File: src/rtl/shift_register_32_pkg.sv
// Shared constants for the 32-bit shift/rotate/load register and its 4-bit slices.
package shift_register_32_pkg;

  localparam logic [1:0] MODO_SHIFT = 2'b00;
  localparam logic [1:0] MODO_ROT   = 2'b01;
  localparam logic [1:0] MODO_LOAD  = 2'b10;
  localparam logic [1:0] MODO_X     = 2'b11;

  localparam logic DIR_LEFT  = 1'b0;
  localparam logic DIR_RIGHT = 1'b1;

  localparam int SLICE_W  = 4;
  localparam int N_SLICES = 8;
  localparam int TOTAL_W  = SLICE_W * N_SLICES;

  // Bit that enters the chain end in shift/rotate mode for the given pre-edge contents.
  function automatic logic end_fill(input logic [1:0] modo, input logic dir,
                                    input logic s_in, input logic [TOTAL_W-1:0] q);
    if (modo == MODO_ROT) begin
      return (dir == DIR_RIGHT) ? q[0] : q[TOTAL_W-1];
    end
    return s_in;
  endfunction

endpackage

File: src/rtl/shift_register_32_if.sv
// Control and data bundle of shift_register_32; master drives controls, slave returns Q/S_OUT.
interface shift_register_32_if;
  import shift_register_32_pkg::*;

  logic                ENB;
  logic                DIR;
  logic [1:0]          MODO;
  logic                S_IN;
  logic [TOTAL_W-1:0]  D;
  logic [TOTAL_W-1:0]  Q;
  logic [N_SLICES-1:0] S_OUT;

  modport master (output ENB, output DIR, output MODO, output S_IN, output D,
                  input Q, input S_OUT);
  modport slave  (input ENB, input DIR, input MODO, input S_IN, input D,
                  output Q, output S_OUT);

endinterface

File: src/rtl/shift_register_4.sv
// One 4-bit slice: shifts its chain input in, loads D, or holds.
// MODO=11 is an independent slice shift when SEGMENTED_SHIFT_EN is defined, hold otherwise.
module shift_register_4
  import shift_register_32_pkg::*;
(
  input  logic               CLK,
  input  logic               RESET,
  input  logic               ENB,
  input  logic               DIR,
  input  logic [1:0]         MODO,
  input  logic               S_IN,
  input  logic [SLICE_W-1:0] D,
  output logic [SLICE_W-1:0] Q,
  output logic               S_OUT
);

  logic [SLICE_W-1:0] q_q, q_d;
  logic               s_out_q, s_out_d;
  logic               do_shift;
  logic               do_load;

  always_comb begin
    do_shift = 1'b0;
    do_load  = 1'b0;
    case (MODO)
      MODO_SHIFT, MODO_ROT: do_shift = 1'b1;
      MODO_LOAD:            do_load  = 1'b1;
      MODO_X: begin
`ifdef SEGMENTED_SHIFT_EN
        do_shift = 1'b1;
`else
        do_shift = 1'b0;
`endif
      end
      default: do_shift = 1'b0;
    endcase
  end

  always_comb begin
    q_d     = q_q;
    s_out_d = s_out_q;
    if (ENB) begin
      if (do_load) begin
        q_d     = D;
        s_out_d = 1'b0;
      end else if (do_shift) begin
        if (DIR == DIR_RIGHT) begin
          q_d     = {S_IN, q_q[SLICE_W-1:1]};
          s_out_d = q_q[0];
        end else begin
          q_d     = {q_q[SLICE_W-2:0], S_IN};
          s_out_d = q_q[SLICE_W-1];
        end
      end
    end
  end

  always_ff @(posedge CLK) begin
    if (RESET) begin
      q_q     <= '0;
      s_out_q <= 1'b0;
    end else begin
      q_q     <= q_d;
      s_out_q <= s_out_d;
    end
  end

  assign Q     = q_q;
  assign S_OUT = s_out_q;

endmodule

File: src/rtl/shift_register_32.sv
// 32-bit bidirectional shift/rotate/load register built from eight chained 4-bit slices.
// Optional SEGMENTED_SHIFT_EN turns MODO=11 into a per-slice shift with the chain cut.
module shift_register_32
  import shift_register_32_pkg::*;
(
  input  logic               CLK,
  input  logic               RESET,
  shift_register_32_if.slave bus
);

  logic [TOTAL_W-1:0]  q_all;
  logic [N_SLICES-1:0] s_out_all;
  logic [N_SLICES-1:0] left_in;
  logic [N_SLICES-1:0] right_in;
  logic [N_SLICES-1:0] chain_in;
  logic                end_in;
  logic                seg_mode;

  assign end_in = end_fill(bus.MODO, bus.DIR, bus.S_IN, q_all);

`ifdef SEGMENTED_SHIFT_EN
  assign seg_mode = (bus.MODO == MODO_X);
`else
  assign seg_mode = 1'b0;
`endif

  genvar gi;
  generate
    for (gi = 0; gi < N_SLICES; gi++) begin : g_slice
      // Left chain: fed by the MSB of the slice below; slice 0 takes the end fill.
      if (gi == 0) begin : g_left_end
        assign left_in[gi] = end_in;
      end else begin : g_left_mid
        assign left_in[gi] = q_all[SLICE_W*gi-1];
      end

      // Right chain: fed by the LSB of the slice above; the top slice takes the end fill.
      if (gi == N_SLICES-1) begin : g_right_end
        assign right_in[gi] = end_in;
      end else begin : g_right_mid
        assign right_in[gi] = q_all[SLICE_W*(gi+1)];
      end

      assign chain_in[gi] = seg_mode ? bus.S_IN
                          : ((bus.DIR == DIR_RIGHT) ? right_in[gi] : left_in[gi]);

      shift_register_4 u_slice (
        .CLK   (CLK),
        .RESET (RESET),
        .ENB   (bus.ENB),
        .DIR   (bus.DIR),
        .MODO  (bus.MODO),
        .S_IN  (chain_in[gi]),
        .D     (bus.D[SLICE_W*gi +: SLICE_W]),
        .Q     (q_all[SLICE_W*gi +: SLICE_W]),
        .S_OUT (s_out_all[gi])
      );
    end
  endgenerate

  assign bus.Q     = q_all;
  assign bus.S_OUT = s_out_all;

endmodule

File: src/flat_wrapper.sv
// flat-port wrapper written by rule: the top's interface ports become plain ports
module shift_register_32_flat import shift_register_32_pkg::*;
  (CLK, RESET, bus_ENB, bus_DIR, bus_MODO, bus_S_IN, bus_D, bus_Q, bus_S_OUT);
  shift_register_32_if bus_i ();
  input  logic CLK;
  input  logic RESET;
  input wire logic [$bits(bus_i.ENB)-1:0] bus_ENB;
  input wire logic [$bits(bus_i.DIR)-1:0] bus_DIR;
  input wire logic [$bits(bus_i.MODO)-1:0] bus_MODO;
  input wire logic [$bits(bus_i.S_IN)-1:0] bus_S_IN;
  input wire logic [$bits(bus_i.D)-1:0] bus_D;
  output wire logic [$bits(bus_i.Q)-1:0] bus_Q;
  output wire logic [$bits(bus_i.S_OUT)-1:0] bus_S_OUT;
  assign bus_i.ENB = bus_ENB;
  assign bus_i.DIR = bus_DIR;
  assign bus_i.MODO = bus_MODO;
  assign bus_i.S_IN = bus_S_IN;
  assign bus_i.D = bus_D;
  assign bus_Q = bus_i.Q;
  assign bus_S_OUT = bus_i.S_OUT;
  shift_register_32 u_core (.CLK(CLK), .RESET(RESET), .bus(bus_i));
endmodule
File: config.mk
export PLATFORM = sky130hd
export DESIGN_NAME = shift_register_32_flat
export DESIGN_NICKNAME = d
export VERILOG_FILES = /design/src/rtl/shift_register_32_pkg.sv /design/src/rtl/shift_register_32_if.sv /design/src/rtl/shift_register_4.sv /design/src/rtl/shift_register_32.sv /design/src/flat_wrapper.sv
export SDC_FILE = /design/constraint.sdc
export NUM_CORES = 1
export LEC_CHECK = 0
export ABC_CLOCK_PERIOD_IN_PS = 1740
export CAP_MARGIN = 5
export CORE_ASPECT_RATIO = 1.4
export CORE_MARGIN = 4
export CORE_UTILIZATION = 45
export CTS_CLUSTER_DIAMETER = 150
export CTS_CLUSTER_SIZE = 8
export DETAILED_ROUTE_END_ITERATION = 16
export GPL_TIMING_DRIVEN = 0
export PLACE_DENSITY = 0.8
export RECOVER_POWER = 25
export SLEW_MARGIN = 10
export SYNTH_ARGS = -nofsm -noshare
export SYNTH_HDL_FRONTEND = slang
export SYNTH_SLANG_ARGS = --single-unit
File: constraint.sdc
create_clock -name CLK -period 1.74 [get_ports CLK]
set_input_delay 0.522 -clock CLK [delete_from_list [all_inputs] [get_ports CLK]]
set_output_delay 0.522 -clock CLK [all_outputs]
set_load 0.02 [all_outputs]
* After elaboration in Yosys (flattened, before gate mapping)
Index checks and enable logic that the tools add are counted.
** Storage, ports and cells
- Logic and storage cells :: 84
- Input bits :: 39
- Register bits :: 40
** Cells by class
- Muxes and demuxes :: 62
- Reductions and logical operators :: 4
- Equal/unequal tests :: 2
** Operator list (count)
- 4-bit two-way mux :: 24
- 1-bit two-way mux :: 38
- 2-bit by 1-bit == test with 1-bit output, second input constant :: 1
- 2-bit == test, second input constant :: 1
- 2-bit logical NOT :: 1
- 2-bit AND reduction :: 1
- 2-bit nonzero test :: 1
- 2-bit OR reduction :: 1

* Longest topological paths before layout
- Depth after elaboration :: 7
- Gate-level depth with buffers :: 5

* By module
A second synthesis with hierarchy kept.
** Second synthesis, totals
- Cell total of the unflattened synthesis :: 294
- Area, all modules :: 2595.0 um^2
** By module, submodules not included
- shift_register_4 :: area each 305.3 um^2, cells an instance 35, instances 8
- shift_register_32 :: area each 152.6 um^2, cells an instance 14, instances 1

* Worst setup path after synthesis
OpenSTA, ideal clock, no wires.
- Path type :: input to register
- Start :: input bus_DIR
- End :: register u_core.g_slice[1].u_slice.q_q[3]
- Path buffers :: 2
- Arrival time :: 1.275 ns
- Stages on the path :: 5
- Path slack :: 0.348 ns
- Setup time :: 0.117 ns
- Cell sequence :: buf_6 > buf_4 > mux2i_1 > nand2_1 > a32o_1
** On the way
- Word-level cells in the longest chain between the ends :: 4
** Ends and longest elaborated chain
- start: declaration :: RTL line flat_wrapper.sv:8 : input wire logic [$bits(bus_i.DIR)-1:0] bus_DIR;
- 1-bit two-way mux :: RTL line shift_register_32.sv:45 : : ((bus.DIR == DIR_RIGHT) ? right_in[gi] : left_in[gi]);
- 4-bit two-way mux * :: RTL line shift_register_4.sv:47 : if (DIR == DIR_RIGHT) begin
- 4-bit two-way mux * :: RTL line shift_register_4.sv:46 : end else if (do_shift) begin
- 4-bit two-way mux * :: RTL line shift_register_4.sv:43 : if (do_load) begin
- end signal: assignment :: RTL line shift_register_4.sv:63 : q_q <= q_d;
- end: declaration :: RTL line shift_register_4.sv:17 : logic [SLICE_W-1:0] q_q, q_d;
Every way passes the cells marked *; elsewhere a longest branch is shown, timed or not. The select of a mux whose other input is x is not followed.
A chain may end at the register's enable or synchronous reset.

* Final worst setup path
- Start :: input bus_MODO[0]
- End :: register u_core.g_slice[6].u_slice.q_q[2]
** On the way
- Word-level cells in the longest chain between the ends :: 5
** Ends and longest elaborated chain
- start: declaration :: RTL line flat_wrapper.sv:9 : input wire logic [$bits(bus_i.MODO)-1:0] bus_MODO;
- 2-bit by 1-bit == test with 1-bit output or 2-bit logical NOT (tied branches) :: RTL line shift_register_4.sv:25 : case (MODO)
- 2-bit OR reduction :: RTL line shift_register_4.sv:25
- 1-bit two-way mux :: RTL line shift_register_4.sv:25
- 2-bit nonzero test (no source line)
- 2-bit AND reduction (no source line)
- end signal: assignment :: RTL line shift_register_4.sv:63
- end: declaration :: RTL line shift_register_4.sv:17
Parallel ways exist; a longest one is shown, timed or not.

==> metrics.md <==
| Metric | Value |
|---|---|
| Fin crit share | `96.1%` |
| Final hold viol count | `0` |
| Actual slew at the worst max-slew pin | `0.406 ns` |
| Via/cell ratio | `between 5 and 6` |
| Sequential fraction of the synthesis area | `35.7%` |
| # port buffers | `77` |
| Max FO, Critical Path | `10` |
| Min-delay worst type | `reg2reg` |
| #FFs+latches synth | `40` |
| Worst path arrival time | `1.85 ns` |
| Synth Area per Inst | `9.72 µm²` |
| CTS Buffer Depth | `2` |
| Total Wirelength | `approximately 6.1 mm` |
| CP cell instances | `clkdlybuf4s50_1, and2b_4, buf_4, nand2b_1, a32o_1` |
| Rows | `30` |
| Initial antenna violation count | `0` |
| CP startpoint kind | `primary input` |
| Top delay family on crit path | `buffers and inverters` |
| Post-synthesis net count | `270` |
| Latest clock arrival within the worst-skew pair | `0.30 ns` |
| Post-DRT Antenna Nets | `0` |
| Hold buffers post-CTS | `0` |
| Critical path data required time | `1.92 ns` |
| Commonest cells after routing, fill and taps aside | `dlygate4sd2_1, dfxtp_1, clkdlybuf4s50_1` |
| PwrDens | `728 nW/µm²` |
| RSZ-0062 raised after global routing | `no` |
| R2r endpoint | `u_core.g_slice[3].u_slice.S_OUT` |
| Cell area after synthesis | `between 2000 and 2500 µm²` |
| Antenna cells | `0` |
| Setup TNS | `0 ns` |
| Drt drc | `0` |
| Congestion Overflow GR | `0` |
| CTS tree | `built` |
| Detailed Place HPWL | `4.59 mm` |
| Initial Utilization | `about 46%` |
| Global-route wire length before repair | `roughly 9.8 mm` |
| Area of the die | `6200 µm²` |
| Vias in the first global route | `2060` |
| Clock H-tree levels | `2` |
| First-pass iteration count of the detailed router | `5` |
| Hold Path Sink | `u_core.g_slice[5].u_slice.S_OUT` |
| Worst path bufs/invs | `2` |
| Slew Viols, Final | `0` |
| Slew HR | `between 70 and 80%` |
| Root Buffer | `clkbuf_8` |
| Leak pwr | `1.55 nW` |
| IO Pins | `79` |
| CP peak stage delay | `0.49 ns` |
| Largest net degree at the start of global routing | `13` |
| Yosys Warn Count | `0` |
| Routed len/inst | `16.2 µm` |
| Worst setup path class | `in2reg` |
| Syn Inst Count | `231` |
| Fin nets | `354` |
| Fin crit period | `1.67 ns` |
| Fmax | `598 MHz` |
| Fillers | `425` |
| Die height | `91.6 µm` |
| Clk_skew | `0.00941 ns` |
| Die W | `67.7 µm` |
| Worst VDD drop | `around 660 µV` |
| Area grow syn2layout | `41.3%` |
| Yosys cell types | `23` |
| Clk sinks | `40` |
| First DRT Iteration DRCs | `84` |
| Worst reg-to-reg path cell count | `3` |
| Outcome | `finished clean` |
| Routability congestion estimate | `0.818` |
| Layout cells sized above 1 | `12.3%` |
| Hold Startpoint | `u_core.g_slice[5].u_slice.S_OUT` |
| Final Hold Slack | `between 0.5 and 0.6 ns` |
| Via count | `slightly above 2000` |
| Hold path cells | `2` |
| Max_cap viols | `0` |
| Final setup vio count | `0` |
| CP Capture Type | `flop` |
| Number of CTS-inserted buffers | `5` |
| Reg2reg setup slack | `0.70 ns` |
| Total GRT Usage | `21.0%` |
| Clk pin slew, worst setup/hold paths | `~0.080 ns` |
| CP max-delay cell | `clkdlybuf4s50_1` |
| CORE AREA | `about 4800 µm²` |
| Critical R2R Launch | `u_core.g_slice[3].u_slice.Q[0]` |
[cell usage after synthesis]
library cell / number / share of area, %
a32o_1: 30 / 13
nor2_2: 1 / 0.28
buf_2: 5 / 1.1
clkbuf_1: 1 / 0.17
a211oi_1: 2 / 0.67
mux2_2: 1 / 0.50
nand2b_1: 33 / 9.2
and3b_1: 2 / 0.78
dfxtp_1: 40 / 36
o32ai_1: 2 / 0.78
and2b_4: 1 / 0.45
buf_4: 15 / 5.0
buf_6: 7 / 3.5
a21bo_1: 1 / 0.45
nor2b_1: 1 / 0.28
nor2_1: 10 / 1.7
nand2_1: 30 / 5.0
inv_1: 1 / 0.17
mux2i_1: 30 / 13
a32oi_1: 2 / 0.78
mux2_1: 7 / 3.5
a22oi_1: 8 / 2.7
nor2b_4: 1 / 0.61
[layer usage]
metal	wire, µm	up-vias	track usage, %
li1	-	1007	-
met1	2370	970	24.5
met2	3280	82	36.3
met3	400	7	3.71
met4	94	0	8.46
met5	0	-	0
[where the power goes]
group / switching (mW) / internal, mW / leakage (nW)
combinational: 0.226 / 0.247 / 1.16
clock: 0.326 / 0.506 / 0.0645
sequential: 0.0481 / 0.956 / 0.325
total: 0.600 / 1.71 / 1.55
[stage by stage]
stage | utilization [%] | worst slack [ns] | area, µm² | total power, mW | std cells
2_1_floorplan | - | 0.348 | 2250 | 1.30 | 231
3_3_place_gp | 64.0 | -0.233 | 3100 | 1.52 | 372
3_5_place_dp | 64.0 | -0.234 | 3100 | 1.53 | 372
4_1_cts | 65.5 | 0.0689 | 3170 | 2.32 | 380
5_1_grt | 65.5 | 0.0109 | 3170 | 2.39 | 380
6_report | 65.5 | 0.0678 | 3170 | 2.31 | 380
[worst register-to-register path: cells and delay by family, from the launching register on]
family             cells  cell delay [ns]
AOI/OAI and AO/OA      1             0.16
and+or+nand+nor        1             0.06
DFF                    1             0.37
muxes                  1             0.33
[kinds of logic (layout without fill, tap and decap cells)]
family	Yosys count	in the layout	synth area share, %
AND/OR/NAND/NOR	79	79	18.3
AO/OA/AOI/OAI	45	45	18.7
flip-flops	40	40	35.7
multiplexers	38	38	17.4
buffers and inverters	29	114	9.97
[layout make-up]
class                   count  area (µm²)  share of cell area [%]
well taps                  64        80.1                    2.52
repair buffers             77         721                    22.7
clock buffers               7        96.3                    3.04
inverters                   1        3.75                   0.118
plain buffers              28         220                    6.94
multi-input cells         162        1220                    38.5
clock inverters             1        30.0                   0.946
flip-flops and latches     40         801                    25.2
[timing repair]
action,in CTS,in global routing
resized for setup,40,0
setup buffers,0,0
endpoints found under the setup margin,40,0
[registers in the layout, summed over array words and instances (netlist names)]
name	cells
u_core.g_slice.u_slice.Q	32
u_core.g_slice.u_slice.S_OUT	8
[worst max-delay path by stage]
stage	slack, ns	from	depth (start not counted)	end
finish	0.07	bus_MODO[0]	5	u_core.g_slice[6].u_slice.Q[2]
global route	0.01	bus_MODO[1]	5	u_core.g_slice[4].u_slice.Q[3]
CTS	0.07	bus_MODO[1]	5	u_core.g_slice[6].u_slice.Q[2]
detailed placement	-0.23	bus_MODO[1]	5	u_core.g_slice[6].u_slice.Q[2]
global placement	-0.23	bus_MODO[0]	5	u_core.g_slice[1].u_slice.Q[1]
floorplan	0.35	bus_DIR	5	u_core.g_slice[1].u_slice.Q[3]
Power figures use the tool's default switching activity.
